$ cat src/rtl/write_buffer_pkg.sv
`default_nettype none
// ============================================================================
// Module   : write_buffer_pkg
// Brief    : Shared types and constants for the ping-pong pixel write buffer.
// Revision : 1.0
// ============================================================================
package write_buffer_pkg;

  localparam int AVALON_DW = 32;

  typedef enum logic [1:0] {
    IDLE      = 2'd0,
    ISSUE     = 2'd1,
    WAIT_RESP = 2'd2
  } drain_state_t;

endpackage
`default_nettype wire

$ cat src/rtl/pingpong_write_buffer_if.sv
`default_nettype none
// ============================================================================
// Module   : pingpong_write_buffer_if
// Brief    : Pixel-in / Avalon-MM write-out bundle of the ping-pong buffer.
// Revision : 1.0
// ============================================================================
interface pingpong_write_buffer_if #(
  parameter int PIXEL_W = 24
);

  logic [PIXEL_W-1:0]                      f_pixel;
  logic                                    pixel_done;
  logic                                    flush;
  logic                                    pixel_ready;
  logic                                    overflow;
  logic                                    master_waitrequest;
  logic                                    master_writeresponsevalid;
  logic                                    master_write;
  logic [write_buffer_pkg::AVALON_DW-1:0]  master_writedata;
  logic                                    done_write;

  modport slave (
    input  f_pixel, pixel_done, flush, master_waitrequest, master_writeresponsevalid,
    output master_write, master_writedata, pixel_ready, overflow, done_write
  );

  modport master (
    output f_pixel, pixel_done, flush, master_waitrequest, master_writeresponsevalid,
    input  master_write, master_writedata, pixel_ready, overflow, done_write
  );

endinterface
`default_nettype wire

$ cat src/rtl/flex_counter.sv
`default_nettype none
// ============================================================================
// Module   : flex_counter
// Brief    : Up counter with synchronous clear and programmable rollover.
// Revision : 1.0
// ============================================================================
module flex_counter #(
  parameter int NUM_CNT_BITS = 4
) (
  input  logic                    clk,
  input  logic                    n_rst,
  input  logic                    clear,
  input  logic                    count_enable,
  input  logic [NUM_CNT_BITS-1:0] rollover_val,
  output logic [NUM_CNT_BITS-1:0] count_out
);

  localparam logic [NUM_CNT_BITS-1:0] c_one = NUM_CNT_BITS'(1);

  logic [NUM_CNT_BITS-1:0] r_count;
  logic [NUM_CNT_BITS-1:0] w_count_next;

  always_comb begin
    w_count_next = r_count;
    if (clear)
      w_count_next = '0;
    else if (count_enable)
      w_count_next = (r_count == rollover_val) ? c_one : r_count + c_one;
  end

  always_ff @(posedge clk or negedge n_rst) begin
    if (!n_rst) r_count <= '0;
    else        r_count <= w_count_next;
  end

  assign count_out = r_count;

endmodule
`default_nettype wire

$ cat src/rtl/pingpong_write_buffer.sv
`default_nettype none
// ============================================================================
// Module   : pingpong_write_buffer
// Brief    : Two-bank pixel collector draining full banks as Avalon-MM writes.
// Revision : 1.0
// ============================================================================
module pingpong_write_buffer
  import write_buffer_pkg::*;
#(
  parameter int PIXEL_W = 24,
  parameter int DEPTH   = 6
) (
  input  logic                     clk,
  input  logic                     n_rst,
  pingpong_write_buffer_if.slave   bus
);

  localparam int              CW      = $clog2(DEPTH + 1);
  localparam logic [CW-1:0]   c_depth = CW'(DEPTH);
  localparam logic [CW-1:0]   c_one   = CW'(1);

  logic [PIXEL_W-1:0] r_mem [2][DEPTH];
  logic [CW-1:0]      r_len [2];
  logic [1:0]         r_full;
  logic               r_fill_bank, r_drain_bank;
  logic               r_pixel_ready, r_overflow, r_done_write;
  logic [CW-1:0]      r_issue_idx, r_resp_cnt;
  drain_state_t       r_state, w_state_next;

  logic [CW-1:0]      w_fill_idx, w_close_len, w_drain_len;
  logic [CW-1:0]      w_issue_idx_next, w_resp_cnt_next;
  logic               w_store, w_close, w_complete, w_write;
  logic [1:0]         w_full_next;

  // Flush and a same-cycle pixel close the bank together, so length counts that pixel.
  assign w_store     = bus.pixel_done & r_pixel_ready;
  assign w_close_len = w_fill_idx + CW'(w_store);
  assign w_close     = r_pixel_ready &
                       ((w_store & (w_close_len == c_depth)) | (bus.flush & (w_close_len != '0)));
  assign w_drain_len = r_len[r_drain_bank];

  flex_counter #(.NUM_CNT_BITS(CW)) u_fill_idx (
    .clk          (clk),
    .n_rst        (n_rst),
    .clear        (w_close),
    .count_enable (w_store),
    .rollover_val (c_depth),
    .count_out    (w_fill_idx)
  );

  always_ff @(posedge clk or negedge n_rst) begin
    if (!n_rst) r_state <= IDLE;
    else        r_state <= w_state_next;
  end

  always_comb begin
    w_state_next     = r_state;
    w_issue_idx_next = r_issue_idx;
    w_resp_cnt_next  = r_resp_cnt;
    w_complete       = 1'b0;
    w_write          = 1'b0;
    case (r_state)
      IDLE: begin
        w_resp_cnt_next = '0;
        if (r_full[r_drain_bank]) w_state_next = ISSUE;
      end
      ISSUE: begin
        w_write         = 1'b1;
        w_resp_cnt_next = r_resp_cnt + CW'(bus.master_writeresponsevalid);
        if (!bus.master_waitrequest) begin
          if (r_issue_idx == w_drain_len - c_one) begin
            w_issue_idx_next = '0;
            w_state_next     = WAIT_RESP;
          end else begin
            w_issue_idx_next = r_issue_idx + c_one;
          end
        end
      end
      WAIT_RESP: begin
        w_resp_cnt_next = r_resp_cnt + CW'(bus.master_writeresponsevalid);
        if (w_resp_cnt_next == w_drain_len) begin
          w_complete      = 1'b1;
          w_resp_cnt_next = '0;
          w_state_next    = IDLE;
        end
      end
      default: w_state_next = IDLE;
    endcase
  end

  // Fill and drain never target the same bank when a close and a free coincide.
  always_comb begin
    w_full_next = r_full;
    if (w_close)    w_full_next[r_fill_bank]  = 1'b1;
    if (w_complete) w_full_next[r_drain_bank] = 1'b0;
  end

  always_ff @(posedge clk or negedge n_rst) begin
    if (!n_rst) begin
      for (int b = 0; b < 2; b++) begin
        r_len[b] <= '0;
        for (int i = 0; i < DEPTH; i++) r_mem[b][i] <= '0;
      end
      r_full        <= '0;
      r_fill_bank   <= 1'b0;
      r_drain_bank  <= 1'b0;
      r_pixel_ready <= 1'b1;
      r_overflow    <= 1'b0;
      r_done_write  <= 1'b0;
      r_issue_idx   <= '0;
      r_resp_cnt    <= '0;
    end else begin
      if (w_store) r_mem[r_fill_bank][w_fill_idx] <= bus.f_pixel;
      if (w_close) begin
        r_len[r_fill_bank] <= w_close_len;
        r_fill_bank        <= ~r_fill_bank;
      end
      if (w_complete) r_drain_bank <= ~r_drain_bank;
      r_full        <= w_full_next;
      r_pixel_ready <= ~&w_full_next;
      r_overflow    <= bus.pixel_done & ~r_pixel_ready;
      r_done_write  <= w_complete;
      r_issue_idx   <= w_issue_idx_next;
      r_resp_cnt    <= w_resp_cnt_next;
    end
  end

  assign bus.master_write     = w_write;
  assign bus.master_writedata = w_write ? AVALON_DW'(r_mem[r_drain_bank][r_issue_idx]) : '0;
  assign bus.pixel_ready      = r_pixel_ready;
  assign bus.overflow         = r_overflow;
  assign bus.done_write       = r_done_write;

endmodule
`default_nettype wire

$ cat src/flat_wrapper.sv
// flat-port wrapper written by rule: the top's interface ports become plain ports
module pingpong_write_buffer_flat import write_buffer_pkg::*;
#(
  parameter int PIXEL_W = 24,
  parameter int DEPTH   = 6
)
  (clk, n_rst, bus_f_pixel, bus_pixel_done, bus_flush, bus_master_waitrequest, bus_master_writeresponsevalid, bus_master_write, bus_master_writedata, bus_pixel_ready, bus_overflow, bus_done_write);
  pingpong_write_buffer_if #(.PIXEL_W(PIXEL_W)) bus_i ();
  input  logic clk;
  input  logic n_rst;
  input wire logic [$bits(bus_i.f_pixel)-1:0] bus_f_pixel;
  input wire logic [$bits(bus_i.pixel_done)-1:0] bus_pixel_done;
  input wire logic [$bits(bus_i.flush)-1:0] bus_flush;
  input wire logic [$bits(bus_i.master_waitrequest)-1:0] bus_master_waitrequest;
  input wire logic [$bits(bus_i.master_writeresponsevalid)-1:0] bus_master_writeresponsevalid;
  output wire logic [$bits(bus_i.master_write)-1:0] bus_master_write;
  output wire logic [$bits(bus_i.master_writedata)-1:0] bus_master_writedata;
  output wire logic [$bits(bus_i.pixel_ready)-1:0] bus_pixel_ready;
  output wire logic [$bits(bus_i.overflow)-1:0] bus_overflow;
  output wire logic [$bits(bus_i.done_write)-1:0] bus_done_write;
  assign bus_i.f_pixel = bus_f_pixel;
  assign bus_i.pixel_done = bus_pixel_done;
  assign bus_i.flush = bus_flush;
  assign bus_i.master_waitrequest = bus_master_waitrequest;
  assign bus_i.master_writeresponsevalid = bus_master_writeresponsevalid;
  assign bus_master_write = bus_i.master_write;
  assign bus_master_writedata = bus_i.master_writedata;
  assign bus_pixel_ready = bus_i.pixel_ready;
  assign bus_overflow = bus_i.overflow;
  assign bus_done_write = bus_i.done_write;
  pingpong_write_buffer #(.PIXEL_W(PIXEL_W), .DEPTH(DEPTH)) u_core (.clk(clk), .n_rst(n_rst), .bus(bus_i));
endmodule
$ cat config.mk
export PLATFORM = sky130hd
export DESIGN_NAME = pingpong_write_buffer_flat
export DESIGN_NICKNAME = d
export VERILOG_FILES = /design/src/rtl/write_buffer_pkg.sv /design/src/rtl/pingpong_write_buffer_if.sv /design/src/rtl/flex_counter.sv /design/src/rtl/pingpong_write_buffer.sv /design/src/flat_wrapper.sv
export SDC_FILE = /design/constraint.sdc
export NUM_CORES = 1
export LEC_CHECK = 0
export BUFFER_PORTS_ARGS = -buffer_cell sky130_fd_sc_hd__buf_4
export CAP_MARGIN = 20
export CORE_ASPECT_RATIO = 1.75
export CORE_MARGIN = 4
export CORE_UTILIZATION = 40
export CTS_BUF_LIST = sky130_fd_sc_hd__clkbuf_4 sky130_fd_sc_hd__clkbuf_8
export DETAILED_ROUTE_END_ITERATION = 16
export GPL_TIMING_DRIVEN = 0
export HOLD_SLACK_MARGIN = 0.15
export PLACE_DENSITY = 0.63
export REMOVE_ABC_BUFFERS = 1
export SETUP_SLACK_MARGIN = 0.1
export SYNTH_ARGS = -nofsm -noshare
export SYNTH_HDL_FRONTEND = slang
export SYNTH_SLANG_ARGS = --single-unit
$ cat constraint.sdc
create_clock -name clk -period 2.8 [get_ports clk]
set_clock_uncertainty 0.1 [all_clocks]
set_input_delay 0 -clock clk [delete_from_list [all_inputs] [get_ports clk]]
set_output_delay 0 -clock clk [all_outputs]
set_load 0.005 [all_outputs]
==> Word level (Yosys, flattened, before mapping) <==
Cells that the tools add are included.
{ "word_totals": {"ff_bits": 312, "inputBits": 30, "output_inout_bits": 36, "elab_cells": 118} }
{ "op_classes": {"n_addsub": 5, "magnitude_cmp": 10, "n_eq_ne": 10, "n_mux": 40, "bitwise_logic": 17, "reduce_logical": 12} }
{ "ops": {"columns": ["operator", "count"], "rows": [
  ["two-way mux 144 bit", 4],
  ["bitwise mux 288 bit", 1],
  ["demux 144 bit (select 1 bit)", 1],
  ["two-way mux 24 bit", 4],
  ["binary-select mux 24 bit (select 3 bit)", 1],
  ["demux 24 bit (select 3 bit)", 1],
  ["two-way mux 3 bit", 9],
  ["two-way mux 2 bit", 6],
  ["one-hot mux 3 bit (3 select lines)", 1],
  ["greater-or-equal comparator 4 bit, second input constant", 2],
  ["NOT 3 -> 4 bit", 2],
  ["two-way mux 1 bit", 7],
  ["adder 3 x 1 -> 3 bit", 2],
  ["adder 3 x 1 -> 3 bit, second input constant", 2],
  ["bitwise mux 6 bit", 1],
  ["equality test 3 bit", 2],
  ["equality test 3 bit, second input constant", 2],
  ["inequality test 2 x 1 -> 1 bit, second input constant", 3],
  ["one-hot mux 2 bit (3 select lines)", 1],
  ["nonzero test 3 bit", 2],
  ["AND 1 bit", 5],
  ["greater-or-equal comparator 2 bit, second input constant", 2],
  ["logical AND 1 bit", 4],
  ["< comparator 1 x 2 -> 1 bit, second input constant", 2],
  ["20 further kinds", 27]
]} }

==> Depth between registers and ports, before layout <==
Gate-level depths: netlist of run 1.
{ "depth": {"depth_word": 11, "depth_mapped": 9, "ltp_nobuf": 9} }

==> By module <==
From an unflattened synthesis of run 1, not the netlist that was laid out.
{ "hier_totals": {"cells_unflattened": 979, "area_unflattened_um2": 14851.7} }
{ "by_module_without_submodules": {"columns": ["module", "instances", "cells_per_inst", "area_each_um2", "seq_area_each_um2"], "rows": [
  ["pingpong_write_buffer", 1, 962, 14655.3, 7733.7],
  ["flex_counter", 1, 17, 196.4, 75.1]
]} }

==> Worst setup path before layout of run 1 <==
No wires, ideal clock.
{ "synth_path": {"kind": "reg2reg", "from": "reg u_core.r_pixel_ready (netlist: u_core.bus.pixel_ready)", "to": "reg u_core.r_len[3] (netlist bit)", "setup_time_ns": 0.125, "t_arrival_ns": 2.119, "t_required_ns": 2.575, "setup_slack_ns": 0.456, "stages_incl_launch_ff": 9, "n_path_buf": 0, "period_less_slack_ns": 2.344, "cell_sequence": "dfstp_2 nand2_1 inv_2 ha_1 ha_1 xor2_1 a31oi_1 nor3_2 mux2_2"} }
{ "synth_between": {"elab_chain_len": 6, "elab_cells_between_ends": 9, "cone_classes": "1 x add/sub; 1 x eq/ne; 1 x mux; 5 x bitwise; 1 x reduce/logical"} }
{ "synth_rtl": {"columns": ["element", "line", "source"], "rows": [
  ["from (decl)", "pingpong_write_buffer.sv:26", "logic r_pixel_ready, r_overflow, r_done_write;"],
  ["from (signal assigned)", "pingpong_write_buffer.sv:120", "r_pixel_ready <= ~&w_full_next;"],
  ["AND 1 bit", "pingpong_write_buffer.sv:36", "assign w_store = bus.pixel_done & r_pixel_ready;"],
  ["adder 3 x 1 -> 3 bit", "pingpong_write_buffer.sv:37", "assign w_close_len = w_fill_idx + CW'(w_store);"],
  ["equality test 3 bit or nonzero test 3 bit (tied branches)", "pingpong_write_buffer.sv:39", "((w_store & (w_close_len == c_depth)) | (bus.flush & (w_close_len != '0)));"],
  ["AND 1 bit", "pingpong_write_buffer.sv:39", null],
  ["bitwise OR 1 bit", "pingpong_write_buffer.sv:39", null],
  ["AND 1 bit", "pingpong_write_buffer.sv:38", "assign w_close = r_pixel_ready &"],
  ["to (signal, indexed assignment)", "pingpong_write_buffer.sv:115", "r_len[r_fill_bank] <= w_close_len;"],
  ["to (decl)", "pingpong_write_buffer.sv:23", "logic [CW-1:0] r_len [2];"]
]} }
Parallel ways exist; a longest one is shown, timed or not.
A chain may end at the register's enable or synchronous reset.

==> Worst setup path in the final report of run 1 <==
{ "layout_path": {"from": "reg u_core.r_drain_bank", "to": "out bus_master_writedata[10]"} }
{ "layout_between": {"elab_chain_len": 8} }
{ "layout_rtl": {"columns": ["element", "line", "source"], "rows": [
  ["from (decl)", "pingpong_write_buffer.sv:25", "logic r_fill_bank, r_drain_bank;"],
  ["from (signal assigned)", "pingpong_write_buffer.sv:118", "if (w_complete) r_drain_bank <= ~r_drain_bank;"],
  ["NOT 1 -> 2 bit (not written as such)", "pingpong_write_buffer.sv:129", "assign bus.master_writedata = w_write ? AVALON_DW'(r_mem[r_drain_bank][r_issue_idx]) : '0;"],
  ["two-way mux 144 bit (not written as such) (3 in series)", "pingpong_write_buffer.sv:129", null],
  ["binary-select mux 24 bit (select 3 bit)", "pingpong_write_buffer.sv:129", null],
  ["two-way mux 24 bit (not written as such) (2 in series)", "pingpong_write_buffer.sv:129", null],
  ["two-way mux 24 bit", "pingpong_write_buffer.sv:129", null],
  ["to (decl)", "flat_wrapper.sv:17", "output wire logic [$bits(bus_i.master_writedata)-1:0] bus_master_writedata;"]
]} }
Every way passes these cells. The select of a mux whose other input is x is not followed.

==> summary.md, run 1 <==
| Metric | Value |
|---|---|
| Area leader, netlist | dfrtp_1 |
| Slew HR | 0.397 |
| CTS tree | yes |
| Part of the power in combinational logic | 0.397 |
| Total power | about 19 mW |
| Io pins | 66 |
| Async S/R FF share, synth | 1.00 |
| Crit Path Class | flop to output pin |
| Die Height | roughly 260 um |
| CTS clk-pin slew, worst paths | approximately 60 ps |
| Hold Fails Final Rpt | 0 |
| Switching power share of the total | 0.307 |
| Syn avg cell area | between 15 and 20 um2 |
| Hold WC Path Type | input pin to flop |
| Die width | about 150 um |
| DRT iter0 DRCs | ~400 |
| Top_reg_cell synth | dfrtp_1 |
| FF+latch count, synth | between 300 and 400 |
| Overall routed net length | approximately 34,000 um |
| Mapped Area | 14,600 um2 |
| Post-DP Area | around 16,000 um2 |
| Crit path DAT | between 2000 and 3000 ps |
| Worst-margin pin slew | between 900 and 1000 ps |
| Setup violators final | 0 |
| Min setup slack post-route | 160 ps |
| First-pass GRT wire length | about 53,000 um |
| Area of the multi-input gates | approximately 6400 um2 |
| P_int | 13.4 mW |
| Clock power share | 0.203 |
| Post-synth top area share | 0.532 |
| DPL Wire Length | around 19,000 um |
| DRC viols | 0 |
| Vias/cell | ~5.3 |
| Synth top area cells | dfrtp_1 (53%), mux2_2 (23%), mux4_2 (11%), mux2i_1 (1.8%), and2_1 (1.1%) |
| Worst endpoint required time | ~2700 ps |
| Critical path peak fanout | 8 |
| Setup crit start kind | flop |
| Min Tclk post-route | between 2000 and 3000 ps |
| Design area | roughly 17,000 um2 |
| Pre-CTS WS | -41.7 ps |
| Fin crit share | 0.943 |
| P_sw | approximately 6 mW |
| PwrDens | about 1100 nW/um2 |
| Ys Warns | 0 |
| Bufs on Longest Clock Path | 3 |
| Initial Utilization | 0.406 |
| CTS root buf | clkbuf_8 |
| Largest net degree at the start of global routing | about 110 |
| Full die area | 39,800 um2 |
| Flop pwr share | 0.400 |
| Final GP Congestion | just over 0.7 |
| All-layer global routing usage | 0.170 |
| Synthesis-to-layout area growth | 19.5% |
| Sequential element share of the synthesized area | 0.534 |
| Max VDD drop | ~0.0004 V |
| Core area | 36,000 um2 |
| TritonRoute pass-1 iters | 4 |
| Proportion of layout cells with a drive suffix above 1 | 0.529 |
| Final #Nets | roughly 1,100 |
| Via count | around 8,400 |
| Fmax | 379 MHz |
| Max_cap viols | 0 |
| Gr ovfl total | 0 |
| Vias in the first global route | ~9,300 |
| Leakage | about 7.9 nW |
| Most frequent cell after synthesis | dfrtp_1 |
| Final setup TNS | 0 ps |
| Routed WL per cell | 21.3 um |
| RSZ-0062 raised after global routing | true |
| Fin. max-slew vios | 0 |
| Crit. End Element | output pin |
| Buffers added on ports | 57 |
| Outcome | complete, no violations |
| Inserted Clock Buffers | between 40 and 50 |
| Synth cell types | 49 |
| Post-synth EDFFs | 0 |
| Worst-Skew Late Latency | a little under 600 ps |
| Seq. cell area | roughly 7800 um2 |
| Initial antenna violation count | 2 |
| Final ANT Viol Nets | 0 |
| Row count | just over 90 |
| Synth top cells by count | dfrtp_1 (311), mux2_2 (294), mux4_2 (72), clkbuf_1 (35), inv_1 (31) |
| H-tree levels | 2 |
| Post-Synthesis Cells | ~970 |
| CTS sink count | roughly 310 |
| Filler instances | between 3,000 and 4,000 |
==> power by group through the flow <==
stage / combinational, mW / sequential (mW) / clock [mW]
global route: 8.38 / 7.93 / 4.22
detailed placement: 6.72 / 7.95 / 0
finish: 7.64 / 7.70 / 3.92
CTS: 7.27 / 7.74 / 4.04
global placement: 5.84 / 8.12 / 0
floorplan: 4.83 / 7.69 / 0
==> registers in the layout, indices dropped and copies added (netlist names), 2 cells and up <==
name and cells:
u_core.r_state 2, u_core.r_resp_cnt 3, u_core.u_fill_idx.count_out 3, u_core.r_len 6, u_core.r_mem 288, u_core.r_issue_idx 3
u_core.r_full 2
==> cell type report <==
class	instances	area share
flip-flops and latches	312	0.448
multi-input cells	543	0.364
repair buffers	141	0.0912
clock buffers	78	0.0550
well taps	470	0.0336
inverters	32	0.00687
clock inverters	5	0.00215
diodes	1	0.000143
==> worst max-delay path, stage by stage (launching register included) <==
cell,delay [ps]
dfrtp_4,500
buf_12,160
buf_16,150
buf_12,130
mux4_2,410
mux2i_1,180
o22ai_1,100
and2_1,190
buf_4,130
==> routing by layer <==
layer | track usage | up-vias | wire (um)
li1 | - | 3741 | -
met1 | 0.217 | 4487 | 14100
met2 | 0.297 | 150 | 17500
met3 | 0.0251 | 62 | 1250
met4 | 0.0560 | 0 | 824
met5 | 0 | - | 0
==> final timing paths <==
check	from	to	slack (ps)	depth (start not counted)
setup / recovery	u_core.r_drain_bank	bus_master_writedata[10]	160	8
hold / removal	bus_f_pixel[14]	u_core.r_mem[254]	190	3
setup reg to reg	u_core.r_drain_bank	u_core.r_state[0]	170	10
hold reg to reg	u_core.r_mem[261]	u_core.r_mem[261]	400	1
max in group asynchronous	n_rst	u_core.r_mem[199]	1030	4
min in group asynchronous	n_rst	u_core.r_mem[28]	440	3
==> through the flow <==
step / utilization / hold slack [ps] / std cells
after floorplan: - / -396 / 887
after global placement: 0.422 / 158 / 1414
after detailed placement: 0.435 / 6.77 / 1436
after CTS: 0.476 / 155 / 1560
after global routing: 0.485 / 183 / 1582
final: 0.485 / 194 / 1582
==> repair_timing <==
action                                  4_1_cts  5_1_grt
pin swaps                                     1        4
buffers inserted                              7       19
endpoints found under the hold margin       622        0
cloned                                        3        2
resized for setup                             5       15
hold buffers                                 31        0
endpoints found under the setup margin       31       43
==> logic make-up after synthesis <==
logic type | synth area share
AO/OA/AOI/OAI | 0.0225
flip-flops | 0.534
XOR/XNOR | 0.00718
other | 0.000256
multiplexers | 0.358
AND/OR/NAND/NOR | 0.0286
buffers and inverters | 0.0410
adder cells (fa/ha/maj) | 0.00855
==> cells in the final DEF, fill, tap and decap left out, types with 10 or more instances in the layout <==
cell type | synthesis | routed
ha_1 | 10 | 10
clkbuf_8 | 0 | 60
dfrtp_1 | 311 | 307
and2_1 | 25 | 25
clkbuf_4 | 0 | 18
nand2_1 | 12 | 10
buf_4 | 18 | 72
buf_8 | 0 | 12
mux2i_1 | 26 | 24
mux2_2 | 294 | 294
buf_12 | 0 | 11
dlygate4sd3_1 | 0 | 31
o22ai_1 | 24 | 24
mux4_2 | 72 | 72
inv_1 | 31 | 31
No activity file was read; power rests on OpenSTA's default activity.
==> run 2: changes to the inputs <==
--- a/config.mk
+++ b/config.mk
@@ -10,11 +10,11 @@
 export CORE_ASPECT_RATIO = 1.75
 export CORE_MARGIN = 4
 export CORE_UTILIZATION = 40
-export CTS_BUF_LIST = sky130_fd_sc_hd__clkbuf_4 sky130_fd_sc_hd__clkbuf_8
+export CTS_BUF_LIST = sky130_fd_sc_hd__clkbuf_8
 export DETAILED_ROUTE_END_ITERATION = 16
 export GPL_TIMING_DRIVEN = 0
 export HOLD_SLACK_MARGIN = 0.15
-export PLACE_DENSITY = 0.63
+export PLACE_DENSITY = 0.65
 export REMOVE_ABC_BUFFERS = 1
 export SETUP_SLACK_MARGIN = 0.1
 export SYNTH_ARGS = -nofsm -noshare
==> constraint.sdc (replaced) <==
create_clock -name clk -period 2.4 [get_ports clk]
set_clock_uncertainty 0.1 [all_clocks]
set_input_delay 0 -clock clk [delete_from_list [all_inputs] [get_ports clk]]
set_output_delay 0 -clock clk [all_outputs]
set_load 0.005 [all_outputs]
==> summary.md, run 2 (synthesized netlist as in run 1, its figures left out) <==
| Metric | Value |
|---|---|
| Outcome | finished, violations left |
| Failing checks | setup timing |
| CP most frequent cell | buf_4 |
| Non-filler cells, final | approximately 1,600 |
| Routed WL per cell | around 22 um |
| Fmax | roughly 370 MHz |
| Hold WC Path Type | input pin to flop |
| Final #Nets | approximately 1,100 |
| Worst endpoint required time | 2300 ps |
| Reg2reg start | u_core.r_drain_bank |
| Final ANT Viol Nets | 0 |
| Min setup slack post-route | -312 ps |
| Placed insts | 1,437 |
| Slew HR | 0.475 |
| Fin. max-slew vios | 0 |
| Die width | 153 um |
| Bufs on Longest Clock Path | 3 |
| Critical path peak fanout | 6 |
| TritonRoute pass-1 iters | 4 |
| Hold Path End | u_core.r_mem[245] |
| Final hold slack | around 190 ps |
| Post-layout util | 0.501 |
| Reg-to-reg slack, setup | -220 ps |
| Largest regs | u_core.r_mem: 288 flops, u_core.r_len: 6 flops |
| Inserted Clock Buffers | between 40 and 50 |
| Vias in the first global route | approximately 9,500 |
| Initial antenna violation count | 1 |
| DRT iter0 DRCs | ~420 |
| Die Height | between 200 and 300 um |
| Via count | 8,691 |
| Pre-CTS WS | -296 ps |
| Crit path DAT | approximately 2600 ps |
| Overall routed net length | between 30,000 and 40,000 um |
| Full die area | approximately 40,000 um2 |
| RR Endpoint | u_core.r_state[0] |
| CP startpoint | u_core.r_drain_bank |
| R2R cell count | 10 |
| DR WL met3 | 1130 um |
| Synthesis-to-layout area growth | 23.3% |
| Crit. End Element | output pin |
| CTS clk-pin slew, worst paths | approximately 70 ps |
| RSZ-0062 raised after global routing | true |
| Fin crit share | 1.13 |
| Initial Utilization | 0.406 |
| Row count | a little over 90 |
| Wire length on met2 | between 15,000 and 20,000 um |
| Min Tclk post-route | 2710 ps |
| Cell chain of the critical path | buf_16 > buf_4 > buf_12 > mux4_2 > mux2i_1 > o22ai_1 > and2_1 > buf_4 |
| Hold path depth | 3 |
| DRC viols | 0 |
| Top Metal Used | met4 |
| CTS sink count | ~310 |
| Post-DP Area | ~16,000 um2 |
| Slowest-stage cell, CP | dfrtp_4 |
| Gr ovfl total | 0 |
| Io pins | 66 |
| Leakage | 8.22 nW |
| Core area | between 30,000 and 40,000 um2 |
| Crit Path Class | flop to output pin |
| Max VDD drop | roughly 0.00047 V |
| Largest net degree at the start of global routing | between 100 and 150 |
| Final GP Congestion | 0.711 |
| All-layer global routing usage | 0.177 |
| Hold wc startpoint | bus_f_pixel[5] |
| Hold Fails Final Rpt | 0 |
| Max reg flops | ~290 |
| Total power | between 20 and 25 mW |
| Most flops, register | u_core.r_mem |
| CTS root buf | clkbuf_8 |
| First-pass GRT wire length | 55,200 um |
| Setup crit start kind | flop |
| Max stage delay on crit path | around 510 ps |
| Proportion of layout cells with a drive suffix above 1 | 0.550 |
| H-tree levels | 2 |
| Design area | roughly 18,000 um2 |
| Worst-margin pin slew | between 700 and 800 ps |
| DPL Wire Length | approximately 20,000 um |
| Max_cap viols | 0 |
| Setup violators final | 27 |
| M1 wire length | ~14,000 um |
| Most frequent cells in the layout | dfrtp_1 (306), mux2_2 (288), buf_4 (82), mux4_2 (72), clkbuf_8 (61) |
| PwrDens | roughly 1300 nW/um2 |
| Buffers added on ports | 57 |
| Vias/cell | between 5 and 6 |
| CTS tree | yes |
| Worst-Skew Late Latency | about 580 ps |
| Commonest non-fill, non-tap cell in the layout | dfrtp_1 |
| Final setup TNS | -6190 ps |
run 2: cell types whose count changed in the layout (fill, tap and decap cells not counted), moves of 4 or more:
cell	previous run	this run
clkbuf_4	18	0
inv_1	31	46
buf_4	72	82
buf_6	4	14
mux2_2	294	288
mux2_4	0	6
buf_12	11	16
buf_16	9	13
nor3_2	1	5
o22ai_1	24	20
o22ai_2	0	4
run 2: worst max-delay path by stage:
stage / endpoint / slack (ps) / cells past startpoint
CTS: bus_master_writedata[20] / -300 / 8
global placement: u_core.r_full[1] / -4430 / 5
floorplan: u_core.r_state[0] / -2530 / 6
global route: bus_master_writedata[20] / -390 / 8
finish: bus_master_writedata[2] / -310 / 8
detailed placement: u_core.r_len[0] / -300 / 8
run 2: layout make-up:
cell class	count	area, um2
multi-input combinational	544	6560
timing repair buffer	169	1980
sequential	312	7820
clock buffer	61	840
antenna	1	2.50
clock inverter	21	114
tap	470	588
fill	2979	18000
inverter	32	133
run 2: layer usage:
layer  global-route usage  vias to the layer above
li1                     -                     3795
met3               0.0223                       72
met1                0.223                     4644
met4               0.0701                        0
met5                    0                        -
met2                0.312                      180
run 2: repair_timing:
item,4_1_cts,5_1_grt
hold buffers,32,0
buffers inserted,44,6
endpoints found under the setup margin,250,54
gates cloned,8,1
gates resized for setup,61,25
pin swaps,23,8
hold endpoints to repair,533,0
run 2: report_power, final:
| part | total (mW) | switching (mW) | internal (mW) |
|---|---|---|---|
| clock | 4.40 | 2.03 | 2.37 |
| sequential | 9.05 | 1.45 | 7.60 |
| combinational | 9.72 | 3.76 | 5.96 |
| total | 23.2 | 7.23 | 15.9 |
run 2: critical path, delay by kind of cell, from the launching register on:
kind,cells,cell delay (ps)
flip-flops,1,510
AO/OA/AOI/OAI,1,150
buffers and inverters,4,560
multiplexers,2,580
AND/OR/NAND/NOR,1,220
